==> config.mk <==
export PLATFORM = sky130hd
export DESIGN_NAME = trivium_stream_core_flat
export DESIGN_NICKNAME = d
export VERILOG_FILES = /design/src/rtl/trivium_stream_core_pkg.sv /design/src/rtl/trivium_stream_core_if.sv /design/src/rtl/trivium_stream_core_step.sv /design/src/rtl/trivium_stream_core.sv /design/src/flat_wrapper.sv
export SDC_FILE = /design/constraint.sdc
export NUM_CORES = 1
export LEC_CHECK = 0
export CAP_MARGIN = 20
export CELL_PAD_IN_SITES_DETAIL_PLACEMENT = 1
export CELL_PAD_IN_SITES_GLOBAL_PLACEMENT = 1
export CORE_ASPECT_RATIO = 1.2
export CORE_MARGIN = 5
export CORE_UTILIZATION = 41
export CTS_BUF_LIST = sky130_fd_sc_hd__clkbuf_16
export CTS_CLUSTER_SIZE = 10
export DETAILED_ROUTE_END_ITERATION = 6
export GPL_TIMING_DRIVEN = 0
export PLACE_DENSITY = 0.91
export SYNTH_ARGS = -nofsm -noshare
export SYNTH_HDL_FRONTEND = slang
export SYNTH_SLANG_ARGS = --single-unit
==> constraint.sdc <==
create_clock -name clk -period 3.32 [get_ports clk]
set_input_delay 0.664 -clock clk [delete_from_list [all_inputs] [get_ports clk]]
set_output_delay 0.664 -clock clk [all_outputs]
set_load 0.05 [all_outputs]
==> src/rtl/trivium_stream_core_pkg.sv <==
// Shared Trivium constants, FSM state type and the key/IV load pattern.
package trivium_pkg;
  localparam int ST_W         = 288;
  localparam int KEY_W        = 80;
  localparam int IV_W         = 80;
  localparam int WARMUP_STEPS = 1152;

  typedef enum logic [1:0] {IDLE, WARMUP, RUN, EXHAUSTED} state_t;

  // st[i] holds s(i+1): key in s1..80, IV in s94..173, s286..288 set.
  function automatic logic [ST_W-1:0] trivium_init(input logic [KEY_W-1:0] key,
                                                   input logic [IV_W-1:0]  iv);
    logic [ST_W-1:0] st;
    st          = '0;
    st[79:0]    = key;
    st[172:93]  = iv;
    st[287:285] = 3'b111;
    return st;
  endfunction
endpackage

==> src/rtl/trivium_stream_core_if.sv <==
// Valid/ready data path into and out of the Trivium core.
interface trivium_stream_core_if #(parameter int W = 8) ();
  logic [W-1:0] s_data;
  logic         s_valid;
  logic         s_last;
  logic         s_ready;
  logic [W-1:0] m_data;
  logic         m_valid;
  logic         m_last;
  logic         m_ready;

  modport master (output s_data, s_valid, s_last, m_ready,
                  input  s_ready, m_data, m_valid, m_last);
  modport slave  (input  s_data, s_valid, s_last, m_ready,
                  output s_ready, m_data, m_valid, m_last);
endinterface

==> src/rtl/trivium_stream_core_step.sv <==
// One combinational Trivium step: produces keystream bit z and the next state.
module trivium_step
  import trivium_pkg::*;
(
  input  logic [ST_W-1:0] st_i,
  output logic [ST_W-1:0] st_o,
  output logic            z_o
);
  logic t1, t2, t3;
  logic n1, n2, n3;

  assign t1  = st_i[65]  ^ st_i[92];
  assign t2  = st_i[161] ^ st_i[176];
  assign t3  = st_i[242] ^ st_i[287];
  assign z_o = t1 ^ t2 ^ t3;

  assign n1 = t1 ^ (st_i[90]  & st_i[91])  ^ st_i[170];
  assign n2 = t2 ^ (st_i[174] & st_i[175]) ^ st_i[263];
  assign n3 = t3 ^ (st_i[285] & st_i[286]) ^ st_i[68];

  // Three shift registers, each fed by the feedback of the previous one.
  assign st_o = {st_i[286:177], n2, st_i[175:93], n1, st_i[91:0], n3};
endmodule

==> src/rtl/trivium_stream_core.sv <==
// Trivium engine: W steps per cycle, 1152-step warm-up, keystream XOR on a
// valid/ready stream with a one-entry output register and a per-load word limit.
module trivium_stream_core
  import trivium_pkg::*;
#(
  parameter int          W         = 8,
  parameter logic [63:0] MAX_WORDS = 64'h0400_0000_0000_0000
) (
  input  logic             clk,
  input  logic             rst,
  input  logic [KEY_W-1:0] key_i,
  input  logic [IV_W-1:0]  iv_i,
  input  logic             load_i,
  output logic             busy_o,
  output logic             ready_o,
  output logic             err_o,
  trivium_stream_core_if.slave sif
);
  localparam logic [10:0] WARM_LAST = 11'(WARMUP_STEPS / W - 1);

  state_t          state_q, state_d;
  logic [ST_W-1:0] st_q, st_d;
  logic [10:0]     warm_cnt_q, warm_cnt_d;
  logic [63:0]     word_cnt_q, word_cnt_d;
  logic            m_valid_q, m_valid_d;
  logic [W-1:0]    m_data_q, m_data_d;
  logic            m_last_q, m_last_d;

  logic [ST_W-1:0] chain [0:W];
  logic [W-1:0]    ks;
  logic            accept;

  assign chain[0] = st_q;
  for (genvar j = 0; j < W; j++) begin : g_step
    trivium_step u_step (.st_i(chain[j]), .st_o(chain[j+1]), .z_o(ks[j]));
  end

  // A load in the same cycle blocks the handshake so no word is half-taken.
  assign sif.s_ready = (state_q == RUN) & ~load_i & (~m_valid_q | sif.m_ready);
  assign accept      = sif.s_valid & sif.s_ready;

  always_comb begin
    state_d    = state_q;
    st_d       = st_q;
    warm_cnt_d = warm_cnt_q;
    word_cnt_d = word_cnt_q;
    m_valid_d  = m_valid_q;
    m_data_d   = m_data_q;
    m_last_d   = m_last_q;
    if (load_i) begin
      st_d       = trivium_init(key_i, iv_i);
      warm_cnt_d = '0;
      word_cnt_d = '0;
      m_valid_d  = 1'b0;
      state_d    = WARMUP;
    end else begin
      if (m_valid_q && sif.m_ready) m_valid_d = 1'b0;
      case (state_q)
        WARMUP: begin
          st_d       = chain[W];
          warm_cnt_d = warm_cnt_q + 11'd1;
          if (warm_cnt_q == WARM_LAST) state_d = RUN;
        end
        RUN: begin
          if (accept) begin
            st_d       = chain[W];
            word_cnt_d = word_cnt_q + 64'd1;
            m_valid_d  = 1'b1;
            m_data_d   = sif.s_data ^ ks;
            m_last_d   = sif.s_last;
            if (sif.s_last)                   state_d = IDLE;
            else if (word_cnt_d == MAX_WORDS) state_d = EXHAUSTED;
          end
        end
        default: ;
      endcase
    end
  end

  always_ff @(posedge clk) begin
    if (rst) begin
      state_q    <= IDLE;
      st_q       <= '0;
      warm_cnt_q <= '0;
      word_cnt_q <= '0;
      m_valid_q  <= 1'b0;
      m_data_q   <= '0;
      m_last_q   <= 1'b0;
    end else begin
      state_q    <= state_d;
      st_q       <= st_d;
      warm_cnt_q <= warm_cnt_d;
      word_cnt_q <= word_cnt_d;
      m_valid_q  <= m_valid_d;
      m_data_q   <= m_data_d;
      m_last_q   <= m_last_d;
    end
  end

  assign busy_o      = (state_q == WARMUP);
  assign ready_o     = (state_q == RUN);
  assign err_o       = (state_q == EXHAUSTED);
  assign sif.m_valid = m_valid_q;
  assign sif.m_data  = m_data_q;
  assign sif.m_last  = m_last_q;
endmodule

==> src/flat_wrapper.sv <==
// flat-port wrapper written by rule: the top's interface ports become plain ports
module trivium_stream_core_flat import trivium_pkg::*;
#(
  parameter int          W         = 8,
  parameter logic [63:0] MAX_WORDS = 64'h0400_0000_0000_0000
)
  (clk, rst, key_i, iv_i, load_i, busy_o, ready_o, err_o, sif_s_data, sif_s_valid, sif_s_last, sif_m_ready, sif_s_ready, sif_m_data, sif_m_valid, sif_m_last);
  trivium_stream_core_if #(.W(W)) sif_i ();
  input  logic clk;
  input  logic rst;
  input  logic [KEY_W-1:0] key_i;
  input  logic [IV_W-1:0] iv_i;
  input  logic load_i;
  output logic busy_o;
  output logic ready_o;
  output logic err_o;
  input wire logic [$bits(sif_i.s_data)-1:0] sif_s_data;
  input wire logic [$bits(sif_i.s_valid)-1:0] sif_s_valid;
  input wire logic [$bits(sif_i.s_last)-1:0] sif_s_last;
  input wire logic [$bits(sif_i.m_ready)-1:0] sif_m_ready;
  output wire logic [$bits(sif_i.s_ready)-1:0] sif_s_ready;
  output wire logic [$bits(sif_i.m_data)-1:0] sif_m_data;
  output wire logic [$bits(sif_i.m_valid)-1:0] sif_m_valid;
  output wire logic [$bits(sif_i.m_last)-1:0] sif_m_last;
  assign sif_i.s_data = sif_s_data;
  assign sif_i.s_valid = sif_s_valid;
  assign sif_i.s_last = sif_s_last;
  assign sif_i.m_ready = sif_m_ready;
  assign sif_s_ready = sif_i.s_ready;
  assign sif_m_data = sif_i.m_data;
  assign sif_m_valid = sif_i.m_valid;
  assign sif_m_last = sif_i.m_last;
  trivium_stream_core #(.W(W), .MAX_WORDS(MAX_WORDS)) u_core (.clk(clk), .rst(rst), .key_i(key_i), .iv_i(iv_i), .load_i(load_i), .busy_o(busy_o), .ready_o(ready_o), .err_o(err_o), .sif(sif_i));
endmodule
==> out/metrics.yaml <==
outcome: "complete, no violations"
synth_common_cells: "nand2_1, a21oi_1, dfxtp_1"
chipWidth_um: 198
leakage_nw: 7.15
synthesis.area_sq_um: 17500
worstMarginPinSlew_ns: 0.899
cellPowerDensity_nw_per_um2: 471
skew_ns: 0.0117
min_period_ns: 3.27
r2r_cells: 8
path_class: "reg -> reg"
cts_root_buf: "clkbuf_16"
area_growth_pct: 22.1
boundaryPins: 188
dieArea_sq_um: 46900
core_sq_um: 42000
holdBufCountCts: 0
cp-start-kind: "flop"
hold_path_end: "u_core.st_q[228]"
clk_pin_slew_worst_paths_ns: 0.06
fin_ws_ns: 0.0507
end_kind: "flop"
met1_length_um: 24700
slew_violations: 0
insertion_delay_ns: 0.58
grtUsageTotal: 0.263
yosys_warnings: 0
avgSynthCellArea_sq_um: 7.32
num_vias: 17730
crit_required_ns: 3.81
die_h_um: 236
rows: 82
dp_slack_ns: -0.973
antenna_found_initial: 6
peakVddDrop_mv: 0.384
synth_edf_count: 0
vias_per_cell: 5.57
synth.most_common_cell: "nand2_1"
drt-total-wl_um: 64100
crit_fanout: 10
max-slew-margin-rel: 0.401
drt-pass1-iter-count: 5
reg2reg_slack_ns: 0.05
hold_path_depth: 2
rr_startpoint: "u_core.state_q[0]"
grt_overflow: 0
rsz0062_at_grt: "yes"
grt_max_degree: 12
fmax_mhz: 306
setup_viol: 0
ant_nets: 0
start_util: 0.416
highest_layer: "met4"
synth.largest_area_cell: "dfxtp_1"
hpwl_um: 47200
cts.htree.levels: 2
layout.nets: 2798
drv_cap: 0
ys_ff_latch: 375
clock-sinks: 375
synth.distinct_cells: 51
hp-start: "u_core.st_q[220]"
yosysTopAreaCellShare: 0.430
min_path_type: "reg -> reg"
synth_nets: 2564
fillers: 5278
synth_area_leaders: "dfxtp_1, nand2_1, a21oi_1"
io_buffers: 186
drc: 0
synthFlopType: "dfxtp_1"
power_mw: 10.1
hold_violations: 0
dr_wl_met2_um: 32700
syn_inst: 2387
clk_path_buf_depth: 3
grt_pass1_wl_um: 99500
synth_seq_area_share: 0.430
cts_tree: "yes"
wl_met3_um: 3720
reg2reg_to: "u_core.st_q[241]"
grt_pass1_vias: 18995
period_share: 0.985
wl_per_cell_um: 20.1
drive_above_1_share: 0.0365
finalWeightedCongestion: 0.931
async_reset_ff_frac: 0
cts_buffers: 44
drtIter0Drc: 1173
arrival_ns: 3.75
-- timing repair --
item | in CTS | in global routing
resized for setup | 9 | 10
pin swaps | 1 | 2
setup buffers | 0 | 2
endpoints found under the setup margin | 257 | 74
gates cloned | 0 | 0
-- cell usage in the layout (no fill, tap or decap), types with 3 or more instances in the layout --
cell	Yosys	routed
nand2_1	630	630
a21oi_1	440	440
dfxtp_1	375	374
nor2_1	290	290
clkdlybuf4s50_1	0	186
clkbuf_1	137	135
xnor2_1	111	111
xor2_1	83	83
clkbuf_16	0	45
nand3_1	39	37
nand4_1	32	32
a211oi_1	29	29
nor3_1	29	26
buf_1	21	21
nor4_1	18	18
or3_1	16	16
buf_2	15	15
a31oi_1	13	13
and3_1	12	12
and2_1	11	11
inv_1	5	10
and4_1	10	10
o21ai_0	9	9
diode_2	0	5
clkinv_1	0	5
nor2b_1	5	4
nor3_2	2	4
or2_2	4	4
buf_4	2	4
mux2i_1	4	4
nand4_4	3	3
or4_1	3	3
a211o_1	3	3
a311oi_1	3	3
a41oi_1	3	3
-- how the worst max path moves through the flow --
stage,startpoint,slack [ns],depth (start not counted),endpoint
2_1_floorplan,load_i,0.20,7,u_core.word_cnt_q[43]
3_5_place_dp,sif_m_ready,-0.97,11,u_core.st_q[54]
5_1_grt,u_core.state_q[0],-0.07,9,u_core.state_q[0]
4_1_cts,sif_m_ready,0.007,9,u_core.st_q[241]
3_3_place_gp,sif_m_ready,-0.90,11,u_core.st_q[104]
6_report,u_core.state_q[0],0.05,8,u_core.st_q[241]
-- where the power goes --
group	leakage [nW]	switching, mW	internal [mW]
Clock	0.599	1.88	2.40
Sequential	3.05	0.101	4.63
Combinational	3.49	0.628	0.419
Total	7.15	2.60	7.45
-- cell type report --
class                           count  area [sq um]  share of cell area
Clock buffer                       45          1130              0.0528
Timing Repair Buffer              188          1880              0.0880
Multi-Input combinational cell   1832          9360               0.439
Clock inverter                     11          57.6             0.00270
Inverter                            5          18.8            0.000880
Antenna cell                        5          12.5            0.000587
Buffer                            175           686              0.0322
Sequential cell                   375          7510               0.352
Tap cell                          546           683              0.0320
-- per-layer routing --
layer,up-vias,track usage
met3,171,0.0477
met5,-,0
li1,8385,-
met1,8660,0.301
met4,0,0.122
met2,514,0.472
-- sequential cells by signal (all words and copies together), names as in the netlist --
signal / flops
u_core.st_q: 288
u_core.word_cnt_q: 64
u_core.warm_cnt_q: 11
u_core.sif.m_data: 8
u_core.state_q: 2
u_core.sif.m_last: 1
u_core.sif.m_valid: 1
-- logic make-up (layout without fill, tap and decap cells) --
group	count (synthesis)	in the layout	synth area share
AND/OR/NAND/NOR	1121	1121	0.273
AO/OA/AOI/OAI	510	510	0.155
flip-flops	375	375	0.430
XOR/XNOR	194	194	0.0973
buffers and inverters	180	424	0.0402
multiplexers	4	4	0.00229
adder cells (fa/ha/maj)	3	3	0.00215
other	0	5	0
-- through the flow --
stage | util | instances | setup TNS [ns] | hold slack [ns] | instance area, sq um
floorplan | - | 2387 | 0 | 0.432 | 17500
detailed placement | 0.477 | 3119 | -234.46 | 0.445 | 20000
finish | 0.508 | 3182 | 0 | 0.453 | 21300
CTS | 0.506 | 3175 | 0 | 0.451 | 21200
global route | 0.508 | 3181 | -0.0740 | 0.476 | 21300
global placement | 0.477 | 3119 | -213.13 | 0.441 | 20000
-- worst max-delay path, cell delays in order, from the launching register on --
cell	delay, ns
dfxtp_1	0.35
nand2b_1	0.26
nor4b_4	0.63
or2_2	0.22
clkbuf_1	0.29
clkbuf_1	0.61
clkbuf_1	0.45
nand2_1	0.13
a21oi_1	0.22
(Power assumes the default switching activity.)
